## src/rtl/nbit_mosi_spi_rx_pkg.sv

```systemverilog
// Shared definitions for the SPI MOSI receiver: FSM state and D/C flag encodings,
// also used by the matching MOSI transmitter.
package nbit_mosi_spi_rx_pkg;

    typedef enum logic {
        IDLE  = 1'b0,
        SHIFT = 1'b1
    } rx_state_t;

    localparam logic DC_CMD  = 1'b0;
    localparam logic DC_DATA = 1'b1;

endpackage

```

## src/rtl/nbit_mosi_spi_rx_if.sv

```systemverilog
// Bundle of the SPI line inputs and the valid/ready word output of the receiver.
// The master modport is the side driving the link and consuming words.
interface nbit_mosi_spi_rx_if #(
    parameter int WIDTH = 8
);
    logic             i_CS;
    logic             i_MOSI;
    logic             i_DC;
    logic             i_READY;
    logic [WIDTH-1:0] o_DATA;
    logic             o_DC;
    logic             o_VALID;
    logic             o_BUSY;
    logic             o_OVERRUN;
    logic             o_FRAME_ERR;

    modport master (
        output i_CS, i_MOSI, i_DC, i_READY,
        input  o_DATA, o_DC, o_VALID, o_BUSY, o_OVERRUN, o_FRAME_ERR
    );

    modport slave (
        input  i_CS, i_MOSI, i_DC, i_READY,
        output o_DATA, o_DC, o_VALID, o_BUSY, o_OVERRUN, o_FRAME_ERR
    );
endinterface

```

## src/rtl/nbit_spi_deserializer.sv

```systemverilog
// MSB-first deserializer: shift register, bit counter, word-complete and frame-error strobes.
// word/word_done/frame_err are combinational for the current edge; the caller registers them.
module nbit_spi_deserializer #(
    parameter int WIDTH = 8
) (
    input  logic             clk,
    input  logic             srst,
    input  logic             shift_en,
    input  logic             mosi,
    output logic [WIDTH-1:0] word,
    output logic             word_done,
    output logic             frame_err,
    output logic             busy
);
    localparam int CW = $clog2(WIDTH);
    localparam logic [CW-1:0] LAST = CW'(WIDTH - 1);

    // Only WIDTH-1 bits need storing: the final bit is taken straight from mosi.
    logic [CW-1:0]    count_reg, count_next;
    logic [WIDTH-2:0] shift_reg, shift_next;
    logic [WIDTH-1:0] shifted;

    genvar gi;
    assign shifted[0] = mosi;
    generate
        for (gi = 1; gi < WIDTH; gi++) begin : g_shift
            assign shifted[gi] = shift_reg[gi-1];
        end
    endgenerate

    always_comb begin
        count_next = count_reg;
        shift_next = shift_reg;
        word_done  = 1'b0;
        frame_err  = 1'b0;
        if (shift_en) begin
            shift_next = shifted[WIDTH-2:0];
            if (count_reg == LAST) begin
                count_next = '0;
                word_done  = 1'b1;
            end else begin
                count_next = count_reg + CW'(1);
            end
        end else begin
            count_next = '0;
            shift_next = '0;
            frame_err  = (count_reg != '0);
        end
    end

    always_ff @(posedge clk) begin
        if (srst) begin
            count_reg <= '0;
            shift_reg <= '0;
        end else begin
            count_reg <= count_next;
            shift_reg <= shift_next;
        end
    end

    assign word = shifted;
    assign busy = (count_reg != '0);

endmodule

```

## src/rtl/nbit_mosi_spi_rx.sv

```systemverilog
// SPI MOSI receive end (SCK/CS/MOSI/DC) with a one-word valid/ready output register.
// Optional SPI_RX_WORD_COUNT_EN adds o_WORD_CNT counting words loaded into the output.
module nbit_mosi_spi_rx
    import nbit_mosi_spi_rx_pkg::*;
#(
    parameter int WIDTH = 8
`ifdef SPI_RX_WORD_COUNT_EN
    ,
    parameter int CNT_WIDTH = 16
`endif
) (
    input  logic                 i_SCK,
    input  logic                 i_RST,
    nbit_mosi_spi_rx_if.slave    bus
`ifdef SPI_RX_WORD_COUNT_EN
    ,
    output logic [CNT_WIDTH-1:0] o_WORD_CNT
`endif
);
    rx_state_t        state_reg, state_next;
    logic             shift_en;
    logic [WIDTH-1:0] word;
    logic             word_done;
    logic             frame_err;
    logic             busy;

    logic [WIDTH-1:0] data_reg;
    logic             dc_reg;
    logic             valid_reg;
    logic             overrun_reg;
    logic             frame_err_reg;
    logic             load;

    nbit_spi_deserializer #(
        .WIDTH (WIDTH)
    ) u_deser (
        .clk       (i_SCK),
        .srst      (i_RST),
        .shift_en  (shift_en),
        .mosi      (bus.i_MOSI),
        .word      (word),
        .word_done (word_done),
        .frame_err (frame_err),
        .busy      (busy)
    );

    always_ff @(posedge i_SCK) begin
        if (i_RST) state_reg <= IDLE;
        else       state_reg <= state_next;
    end

    always_comb begin
        state_next = state_reg;
        shift_en   = 1'b0;
        case (state_reg)
            IDLE: begin
                if (!bus.i_CS) begin
                    state_next = SHIFT;
                    shift_en   = 1'b1;
                end
            end
            SHIFT: begin
                if (!bus.i_CS) shift_en   = 1'b1;
                else           state_next = IDLE;
            end
            default: state_next = IDLE;
        endcase
    end

    // A completed word is taken if the holder is empty or is being drained on this same edge.
    assign load = word_done && (!valid_reg || bus.i_READY);

    always_ff @(posedge i_SCK) begin
        if (i_RST) begin
            data_reg      <= '0;
            dc_reg        <= DC_CMD;
            valid_reg     <= 1'b0;
            overrun_reg   <= 1'b0;
            frame_err_reg <= 1'b0;
        end else begin
            overrun_reg   <= word_done && !load;
            frame_err_reg <= frame_err;
            if (load) begin
                data_reg  <= word;
                dc_reg    <= bus.i_DC ? DC_DATA : DC_CMD;
                valid_reg <= 1'b1;
            end else if (valid_reg && bus.i_READY) begin
                valid_reg <= 1'b0;
            end
        end
    end

`ifdef SPI_RX_WORD_COUNT_EN
    logic [CNT_WIDTH-1:0] word_cnt_reg;

    always_ff @(posedge i_SCK) begin
        if (i_RST)     word_cnt_reg <= '0;
        else if (load) word_cnt_reg <= word_cnt_reg + CNT_WIDTH'(1);
    end

    assign o_WORD_CNT = word_cnt_reg;
`endif

    assign bus.o_DATA      = data_reg;
    assign bus.o_DC        = dc_reg;
    assign bus.o_VALID     = valid_reg;
    assign bus.o_BUSY      = busy;
    assign bus.o_OVERRUN   = overrun_reg;
    assign bus.o_FRAME_ERR = frame_err_reg;

endmodule

```

## src/flat_wrapper.sv

```systemverilog
// flat-port wrapper written by rule: the top's interface ports become plain ports
module nbit_mosi_spi_rx_flat import nbit_mosi_spi_rx_pkg::*;
#(
    parameter int WIDTH = 8

)
  (i_SCK, i_RST, bus_i_CS, bus_i_MOSI, bus_i_DC, bus_i_READY, bus_o_DATA, bus_o_DC, bus_o_VALID, bus_o_BUSY, bus_o_OVERRUN, bus_o_FRAME_ERR);
  nbit_mosi_spi_rx_if #(.WIDTH(WIDTH)) bus_i ();
  input  logic i_SCK;
  input  logic i_RST;
  input wire logic [$bits(bus_i.i_CS)-1:0] bus_i_CS;
  input wire logic [$bits(bus_i.i_MOSI)-1:0] bus_i_MOSI;
  input wire logic [$bits(bus_i.i_DC)-1:0] bus_i_DC;
  input wire logic [$bits(bus_i.i_READY)-1:0] bus_i_READY;
  output wire logic [$bits(bus_i.o_DATA)-1:0] bus_o_DATA;
  output wire logic [$bits(bus_i.o_DC)-1:0] bus_o_DC;
  output wire logic [$bits(bus_i.o_VALID)-1:0] bus_o_VALID;
  output wire logic [$bits(bus_i.o_BUSY)-1:0] bus_o_BUSY;
  output wire logic [$bits(bus_i.o_OVERRUN)-1:0] bus_o_OVERRUN;
  output wire logic [$bits(bus_i.o_FRAME_ERR)-1:0] bus_o_FRAME_ERR;
  assign bus_i.i_CS = bus_i_CS;
  assign bus_i.i_MOSI = bus_i_MOSI;
  assign bus_i.i_DC = bus_i_DC;
  assign bus_i.i_READY = bus_i_READY;
  assign bus_o_DATA = bus_i.o_DATA;
  assign bus_o_DC = bus_i.o_DC;
  assign bus_o_VALID = bus_i.o_VALID;
  assign bus_o_BUSY = bus_i.o_BUSY;
  assign bus_o_OVERRUN = bus_i.o_OVERRUN;
  assign bus_o_FRAME_ERR = bus_i.o_FRAME_ERR;
  nbit_mosi_spi_rx #(.WIDTH(WIDTH)) u_core (.i_SCK(i_SCK), .i_RST(i_RST), .bus(bus_i));
endmodule
```

## config.mk

```make
export PLATFORM = sky130hd
export DESIGN_NAME = nbit_mosi_spi_rx_flat
export DESIGN_NICKNAME = d
export VERILOG_FILES = /design/src/rtl/nbit_mosi_spi_rx_pkg.sv /design/src/rtl/nbit_mosi_spi_rx_if.sv /design/src/rtl/nbit_spi_deserializer.sv /design/src/rtl/nbit_mosi_spi_rx.sv /design/src/flat_wrapper.sv
export SDC_FILE = /design/constraint.sdc
export NUM_CORES = 1
export LEC_CHECK = 0
export CORE_MARGIN = 4
export CORE_UTILIZATION = 32
export DETAILED_ROUTE_END_ITERATION = 10
export DONT_BUFFER_PORTS = 1
export SLEW_MARGIN = 10
export SYNTH_ARGS = -nofsm -noshare
export SYNTH_HDL_FRONTEND = slang
export SYNTH_HIERARCHICAL = 1
export SYNTH_SLANG_ARGS = --single-unit
```

## constraint.sdc

```tcl
create_clock -name i_SCK -period 1.2 [get_ports i_SCK]
set_input_delay 0.12 -clock i_SCK [delete_from_list [all_inputs] [get_ports i_SCK]]
set_output_delay 0.12 -clock i_SCK [all_outputs]
set_load 0.01 [all_outputs]
```

# ---- After elaboration in Yosys (flattened, before gate mapping)
# Index checks and enable logic that the tools add are counted.
dict set report classes {
  n_div 0
  multipliers 0
  bitwise 0
  mux 6
  magnitude_cmp 0
  n_addsub 1
  n_shift 0
  n_reduce_logical 11
  eq_ne 1
}
# op count
set ops {}
lappend ops {{$mux W1} 6}
lappend ops {{$reduce_or A2 Y1} 2}
lappend ops {{$add A3 B1 Y3 const B} 1}
lappend ops {{$eq A3 B3 Y1 const B} 1}
lappend ops {{$logic_and A1 B1 Y1} 3}
lappend ops {{$reduce_bool A3 Y1} 1}
lappend ops {{$reduce_or A3 Y1} 1}
lappend ops {{$logic_not A1 Y1} 2}
lappend ops {{$reduce_bool A2 Y1} 1}
lappend ops {{$logic_or A1 B1 Y1} 1}
dict set report totals {
  ram_bits 0
  latch_bits 0
  mem_count 0
  ff_bits 22
  romBits 0
  input_bits 6
  out_inout_bits 13
}

# ---- Depth between registers and ports, before layout
# Gate-level depths: netlist (run 1).
dict set report depth {
  word_depth 6
  mapped_depth 6
  mapped_depth_nobuf 5
}

# ---- Modules after synthesis
# Netlist (run 1), hierarchy kept.
# module seq_area_each_um2 area_per_inst_um2 cells_per_inst instances
set modules_own_cells {}
lappend modules_own_cells {nbit_mosi_spi_rx 240.2 505.5 49 1}
lappend modules_own_cells {nbit_spi_deserializer 200.2 349.1 31 1}

# ---- Least setup slack after synthesis (run 1)
# OpenSTA, ideal clock, no wires.
dict set report synth_path {
  kind {register to register}
  startpoint {register u_core.u_deser.count_reg[0]}
  endpoint {register u_core.data_reg[0] (netlist: u_core/bus.o_DATA[0])}
  synth_period_minus_slack_ps 1381
  stages_incl_launch_ff 7
  setup_ps 119
  arrival_time_ps 1262
  required_ps 1081
  setup_slack_ps -181
  path_cell_list {dfxtp_1 ha_1 ha_1 and2_1 a21boi_2 buf_6 mux2i_1}
}
dict set report synth_between {
  elab_chain_len 4
}
# element line_no
set synth_lines {}
lappend synth_lines {{start, declared} nbit_spi_deserializer.sv:19} ;# logic [CW-1:0] count_reg, count_next;
lappend synth_lines {{start signal, assigned} nbit_spi_deserializer.sv:56} ;# count_reg <= count_next;
lappend synth_lines {{$eq A3 B3 Y1} nbit_spi_deserializer.sv:38} ;# if (count_reg == LAST) begin
lappend synth_lines {{$mux W1} nbit_spi_deserializer.sv:38}
lappend synth_lines {{$mux W1} nbit_spi_deserializer.sv:36} ;# if (shift_en) begin
lappend synth_lines {{net u_core.word_done} nbit_mosi_spi_rx.sv:23} ;# logic word_done;
lappend synth_lines {{$logic_and A1 B1 Y1} nbit_mosi_spi_rx.sv:71} ;# assign load = word_done && (!valid_reg || bus.i_READY);
lappend synth_lines {{end signal, assigned} nbit_mosi_spi_rx.sv:84} ;# data_reg <= word;
lappend synth_lines {{end, declared} nbit_mosi_spi_rx.sv:27} ;# logic [WIDTH-1:0] data_reg;
# The timed path passes the listed nets, and every way through them passes these cells.
# A chain may end at the register's enable or synchronous reset.

# ---- Worst setup path after layout (run 1)
dict set report layout_path {
  startpoint {register u_core.u_deser.count_reg[1]}
  endpoint {register u_core.data_reg[0] (netlist: u_core/bus.o_DATA[0])}
}
# Same word-level chain as after synthesis.

==> flow_results.org, run 1 <==
** Outcome
- The flow ran to the end, but the final reports show violations.
- The final reports fail on negative setup slack.

** Route
- Routed len/inst :: approximately 11 um
- Met3 WL :: 84 um
- Dividing the detail-routed via count by the number of cells gives between 4 and 5.
- Final routed wirelength across all metal layers :: roughly 1300 um
- Met1 WL :: roughly 560 um
- Once detail routing completed, the nets flagged for antenna violations numbered 0.
- Length of routed met2 wiring :: 647 um
- TritonRoute pass-1 iters :: 2
- DRC violation total after the first TritonRoute iteration :: 10
- Max layer used :: met4
- The routed layout has between 500 and 600 vias.
- After detailed routing, the number of remaining DRC violations is 0.

** Worst setup path
- Data required time at the worst endpoint :: 1.44 ns
- Data on the critical path arrives at its endpoint at roughly 1.6 ns.
- STA classifies the critical path startpoint as a flip-flop.
- Critical Path Fanout Max :: 9
- STA classifies the critical path endpoint as a flip-flop.
- Timing startpoint of the critical path :: u_core/u_deser/count_reg[1]
- Slack of the worst reg-to-reg path :: -0.14 ns
- Reg-to-reg startpoint :: u_core/u_deser/count_reg[1]
- The worst setup path is of the reg -> reg kind.
- The worst register-to-register path ends at u_core/bus.o_DATA[0].
- Counting cells, the worst reg-to-reg path comes to 6.
- Endpoint of the most critical setup path :: u_core/bus.o_DATA[0]

** Layout
- Nets :: 101
- The repair_antennas step left the layout with diodes totalling 0.
- Max reg flops :: 8
- Of the cells placed in the final design, the portion with a size suffix greater than 1 is roughly a fifth.
- Leading cell types in the layout, fill and taps excluded :: 20 x nand2b_1, 20 x dfxtp_1, 9 x mux2i_1
- Compared with the post-synthesis result, the final layout area differs by 24.6%.
- Final standard cell utilization of the core :: 42.2%

** STA
- For the pin with the worst max-slew slack, the measured transition is ~0.52 ns.
- After layout, the worst path uses 112% of the clock period.
- Subtracting the final worst setup slack from the clock period gives roughly 1.3 ns.
- Setup repair after global routing could not meet its margin everywhere.
- Setup Skew :: 0.00119 ns
- In the final timing run, aggregate negative setup slack is -1.31 ns.
- Hold Fails Final Rpt :: 0
- The final max-slew violation count came to 0.
- Setup slack on the critical path of the routed design comes to -0.144 ns.
- In this run the tightest slew margin relative to its limit is 64.9%.
- Achievable clock frequency :: 0.744 GHz
- Final setup violation count :: 10

** Synth
- Syn Inst Count :: 80
- The share of synthesized area in the top cell type comes to about half.
- Syn_area_per_cell :: 10.7 sq um
- For this run, the number of Yosys warnings is 6.
- Fraction of the yosys area taken by sequential cells :: 51.5%
- Counting flops and latches in the post-synthesis netlist gives 22.
- Post-Syn Area :: 855 sq um
- Net count of the mapped netlist :: 89
- Yosys attributes the largest share of cell area to dfxtp_1 52%, nand2b_1 15%, mux2i_1 11%.
- Number of distinct library cell variants in the gate-level netlist after synthesis :: 17
- The largest total area in the synthesized netlist belongs to dfxtp_1.

** Clock tree
- H-tree Lvls :: 1
- After clock tree synthesis, the clock-pin slew on the worst setup and hold paths is around 0.13 ns.
- Clock Path Buffers :: 2
- Clock latency on the worst-skew pair, taken at its later pin, is ~0.3 ns.
- TritonCTS built the clock tree.
- Buffer cell driving the clock tree root :: clkbuf_4
- Number of clock buffers inserted by TritonCTS :: 3
- Clock sink total :: 22

** Place
- The HPWL after detailed placement is slightly above 900 um.
- Port buffering added 0 buffers.
- Routability-driven placement finished with a final weighted congestion of approximately 0.65.

** Power and ir drop
- The design draws 1.37 mW.
- Power per unit of standard cell area :: 1290 nW/um^2
- Max VDD drop :: 458 uV
- Leakage power figure :: about 0.39 nW

** Job
- Max-cap violations in this run came to 0.

** Floorplan
- In this run the horizontal extent of the chip is a little under 60 um.
- In this run the core area contains 18 standard-cell rows.
- The core region is 2520 sq um.
- The initial utilization of the core area, before any placement, comes to between 30% and 40%.
- The die covers 3560 sq um.
- Number of top-level pins :: 19
- In this run the vertical extent of the chip is a little under 60 um.

** GRT
- First-pass GRT wire length :: around 2300 um
- Number of global-route vias before repair :: between 500 and 600
- Initial antenna violation count :: 0
- Entering global routing, the biggest net connects 22 pins.
- GRT Overall Usage :: around 8.5%
- Global route overflow :: 0

** Hold path
- The min-delay analysis places its worst path in the category in -> reg.
==> worst max-delay path, cell delays in order (launching register included) <==
cell,delay (ns)
dfxtp_2,0.37
ha_4,0.14
ha_4,0.12
and2_4,0.13
a21boi_4,0.18
buf_12,0.15
mux2i_1,0.18
==> cell type report <==
class                           count  area, sq um
Fill cell                         246         1460
Sequential cell                    22          443
Multi-Input combinational cell     50          412
Timing Repair Buffer               11          105
Tap cell                           30         37.5
Clock inverter                      1         30.0
Clock buffer                        3         22.5
Inverter                            4         15.0
==> worst min path at each step <==
stage / from / cells after the start / to / slack [ns]
6_report: i_RST / 2 / u_core/u_deser/count_reg[0] / 0.02
5_1_grt: i_RST / 2 / u_core/u_deser/count_reg[0] / 0.03
4_1_cts: i_RST / 2 / u_core/u_deser/count_reg[0] / 0.004
3_5_place_dp: i_RST / 1 / u_core/bus.o_FRAME_ERR / 0.20
3_3_place_gp: i_RST / 1 / u_core/bus.o_FRAME_ERR / 0.19
2_1_floorplan: bus_i_READY / 1 / u_core/bus.o_OVERRUN / 0.20
==> stage by stage <==
stage / hold slack (ns) / instance area, sq um / setup slack, ns / instances
after floorplan: 0.196 / 885 / -0.0719 / 80
final: 0.0167 / 1060 / -0.144 / 121
after global placement: 0.194 / 941 / -0.377 / 112
after global routing: 0.0345 / 1060 / -0.217 / 121
after CTS: 0.00389 / 1060 / -0.147 / 121
after detailed placement: 0.196 / 941 / -0.404 / 112
==> synthesized netlist by cell type <==
| cell | n |
|---|---|
| buf_4 | 1 |
| nor4bb_1 | 1 |
| nand2b_1 | 20 |
| nor3b_1 | 2 |
| inv_1 | 4 |
| mux2i_1 | 9 |
| buf_6 | 1 |
| a21boi_2 | 1 |
| dfxtp_1 | 22 |
| ha_1 | 3 |
| a21oi_1 | 1 |
| and2b_1 | 1 |
| nor3_1 | 1 |
| clkbuf_1 | 2 |
| and2_1 | 8 |
| nor2b_1 | 2 |
| nor2_1 | 1 |
==> kinds of logic after synthesis <==
| logic type | share of synthesized area, % |
|---|---|
| AOI/OAI and AO/OA | 1.90 |
| DFF | 51.5 |
| muxes | 10.5 |
| buffers and inverters | 4.83 |
| adders and majority gates | 4.39 |
| and+or+nand+nor | 26.8 |
==> per-layer routing <==
layer	track usage, %	vias up
met5	0	-
met2	14.2	9
met3	2.59	2
met1	9.10	239
met4	5.70	0
li1	-	272
==> report_power, final <==
part           internal [mW]  total (mW)  leakage [nW]  switching [mW]
logic                 0.0361      0.0627         0.187          0.0266
clock network          0.337       0.568        0.0279           0.231
registers              0.738       0.743         0.179         0.00512
==> timing repair <==
action | CTS | global route
setup endpoints to repair | 10 | 12
buffers inserted | 1 | 0
gates resized for setup | 1 | 1
endpoints found under the hold margin | 13 | 0
hold buffers | 4 | 0
cloned | 0 | 0
pin swaps | 0 | 1
Power figures use the tool's default switching activity.
==> inputs of run 2 (changes only) <==
Settings changed: CELL_PAD_IN_SITES_DETAIL_PLACEMENT from default to 1, CELL_PAD_IN_SITES_GLOBAL_PLACEMENT from default to 2, HOLD_SLACK_MARGIN from default to 0.12, PLACE_DENSITY_LB_ADDON from default to 0.1, REMOVE_ABC_BUFFERS from default to 1.
==> run 2 against run 1 <==
Clock skew about the same. Sequential share of layout area fell by 1.6 points. Maximum frequency decreased by 0.48%. Critical path depth stayed put. Clock-buffer cell count increased by 1. Register-to-register slack about the same. The run still ends with negative setup slack left. Via count rose by 5.6%.
==> flow_results.org, run 2 (same netlist as run 1, synthesis figures left out) <==
** Outcome
- The flow ran to the end, but the final reports show violations.
- Failing checks :: negative setup slack

** GRT
- GRT Overall Usage :: 10.2% (+1.7 points)
- Number of global-route vias before repair :: 584 (+6.0%)
- The maximum number of pins on one net before global-route repair is 23 (+4.5%).
- Initial antenna violation count :: 0 (unchanged)
- The global-route wire length before repair was 2670 um (+17%).
- Global route overflow :: 0 (unchanged)

** Clock tree
- Clk Latency, worst-skew pair :: 0.30 ns (about the same)
- The post-CTS clock slew at the launch and capture registers of the worst setup and hold paths was 0.12 ns (about the same).
- H-tree Lvls :: 1 (unchanged)
- The buffer levels on the longest clock path came to 2 (unchanged).
- In this run the clock root is driven by a clkbuf_4.
- Clock sink total :: 22 (unchanged)
- Clock tree from TritonCTS :: done
- Number of clock buffers inserted by TritonCTS :: 3 (unchanged)

** Worst setup path
- The register-to-register setup slack was -0.15 ns (about the same).
- The data arrival time of the critical path came to 1.59 ns (about the same).
- The critical path in this run is classified as reg -> reg.
- Data required time at the worst endpoint :: 1.44 ns (about the same)
- The worst setup path is launched from a flip-flop.
- Category of the worst setup path capture point :: flip-flop
- The worst register-to-register path ends at u_core/bus.o_DATA[0].
- R2r worst-path depth :: 6 (unchanged)
- Reg-to-reg startpoint :: u_core/u_deser/count_reg[0]
- The critical-path maximum fanout is 5 (-4).

** Route
- Detail-routed via count per cell :: 4.41 (+2.2%)
- Routed len/inst :: 12.6 um (+16%)
- The sum of routed wire length over all layers came to 1580 um (+20%).
- The remaining antenna violation count was 0 (unchanged).
- DRC violation total after the first TritonRoute iteration :: 5 (-5)
- Number of DRC violations after detailed routing :: 0 (unchanged)
- TritonRoute pass-1 iters :: 2 (unchanged)
- Vias :: 551 (+5.6%)

** Hold path
- The worst hold path terminates at u_core/u_deser/count_reg[0].
- The hold-critical path depth is 4 (+2).
- Hold crit path type :: in -> reg
- The startpoint identified for the worst hold timing path is bus_i_CS.

** Place
- Worst Setup Slack post-DPL :: -0.510 ns (-0.106 ns)
- The count of input and output buffers was 0 (unchanged).
- The final HPWL from detailed placement is 989 um (+5.9%).
- The weighted congestion reported at the end of routability-driven placement is 0.739 (+13%).

** Layout
- The number of inserted diodes is 0 (unchanged).
- Nets :: 105 (+4.0%)
- Leading cell types in the layout, fill and taps excluded :: 20 x nand2b_1, 20 x dfxtp_1, 9 x mux2i_1
- The fraction of final layout cells sized beyond drive strength 1 was 25.3% (+5.5 points).
- The flip-flop count of the largest register after layout was 8 (unchanged).
- Count of filler cells inserted in the layout :: 296 (+20%)
- The share of the core filled with cells was 43.9% (+1.7 points).
- From synthesis to final layout, the design area changed by 29.6%.

** STA
- The worst slew slack as a fraction of its limit is 57.0% (-7.9 points).
- Hold Fails Final Rpt :: 0 (unchanged)
- The minimum period implied by the final worst setup slack came to 1.35 ns (+0.00651 ns).
- Unrepaired setup endpoints after global routing :: yes
- The total of endpoints with negative setup slack in the final report was 13 (+3).
- Actual slew at the worst max-slew pin :: 0.644 ns (+0.120 ns)
- The final cycle utilization of the critical path was 113% (+0.54 points).
- The fmax was 0.740 GHz (-0.48%).
- The sum of negative setup slack came to -1.44 ns (-0.137 ns).
- The final max-slew violation count came to 0 (unchanged).
- The smallest setup slack after layout is -0.151 ns (-0.00651 ns).
- Setup Skew :: 0.000942 ns (-0.000250 ns)

** Floorplan
- The starting utilization of the core area came to 33.9% (unchanged).
- The floorplan die area came to 3560 sq um (unchanged).
- The vertical extent of the die is 59.7 um (unchanged).
- The row count came to 18 (unchanged).
- Number of top-level pins :: 19 (unchanged)
- The core area came to 2520 sq um (unchanged).
- Die width :: 59.7 um (unchanged)

** Power and ir drop
- Leakage power figure :: 0.420 nW (+6.7%)
- The total design power was 1.23 mW (-11%).
- Max VDD drop :: 1040 uV (+130%)
- The power density relative to cell area is 1110 nW/um^2 (-14%).

** Job
- Reported max-cap violation count :: 0 (unchanged)
## run 2: stage by stage
stage / std cells / area [sq um] / hold WS (ns)
2_1_floorplan: 76 / 828 / 0.192
3_3_place_gp: 112 / 911 / 0.196
3_5_place_dp: 112 / 911 / 0.200
4_1_cts: 125 / 1090 / 0.165
5_1_grt: 125 / 1110 / 0.189
6_report: 125 / 1110 / 0.171
## run 2: layer usage
metal	track usage [%]	vias to the layer above	routed length [um]	share of wire, %
li1	-	280	-	-
met3	5.40	2	110	7.0
met5	0	-	0	0
met4	1.90	0	12	0.76
met2	16.5	14	760	48
met1	11.9	255	692	44
## run 2: worst max-delay path, stage by stage, from the launching register on
cell and delay (ns):
dfxtp_2 0.38, ha_4 0.14, ha_4 0.12, and2_4 0.14, a21boi_4 0.19, buf_6 0.15
mux2i_1 0.18
## run 2: worst max path at each step
stage	start	to	slack (ns)	depth (start not counted)
6_report	u_core/u_deser/count_reg[0]	u_core/bus.o_DATA[0]	-0.15	6
5_1_grt	u_core/u_deser/count_reg[1]	u_core/bus.o_DATA[3]	-0.23	6
4_1_cts	u_core/u_deser/count_reg[0]	u_core/bus.o_DATA[0]	-0.15	6
3_5_place_dp	u_core/u_deser/count_reg[0]	u_core/bus.o_DATA[1]	-0.51	5
3_3_place_gp	u_core/u_deser/count_reg[0]	u_core/bus.o_DATA[6]	-0.44	5
2_1_floorplan	u_core/u_deser/count_reg[0]	u_core/bus.o_DATA[0]	-0.34	5
## run 2: final cells by class
| type | count | area, sq um | area share (%) |
|---|---|---|---|
| clock buffer | 4 | 36.3 | 3.28 |
| inverter | 4 | 17.5 | 1.58 |
| multi-input combinational | 50 | 430 | 38.9 |
| sequential | 22 | 443 | 40.0 |
| tap | 30 | 37.5 | 3.39 |
| timing repair buffer | 15 | 143 | 12.9 |
## run 2: timing repair
action	4_1_cts	5_1_grt
setup buffers	4	0
resized for setup	16	3
endpoints found under the setup margin	12	16
hold endpoints to repair	16	0
pin swaps	3	0
hold buffers	5	0
## run 2: power breakdown
part	internal [mW]	total [mW]	leakage (nW)	switching [mW]
sequential	0.737	0.743	0.179	0.00536
combinational	0.0494	0.0839	0.221	0.0344
clock	0.185	0.402	0.0210	0.217
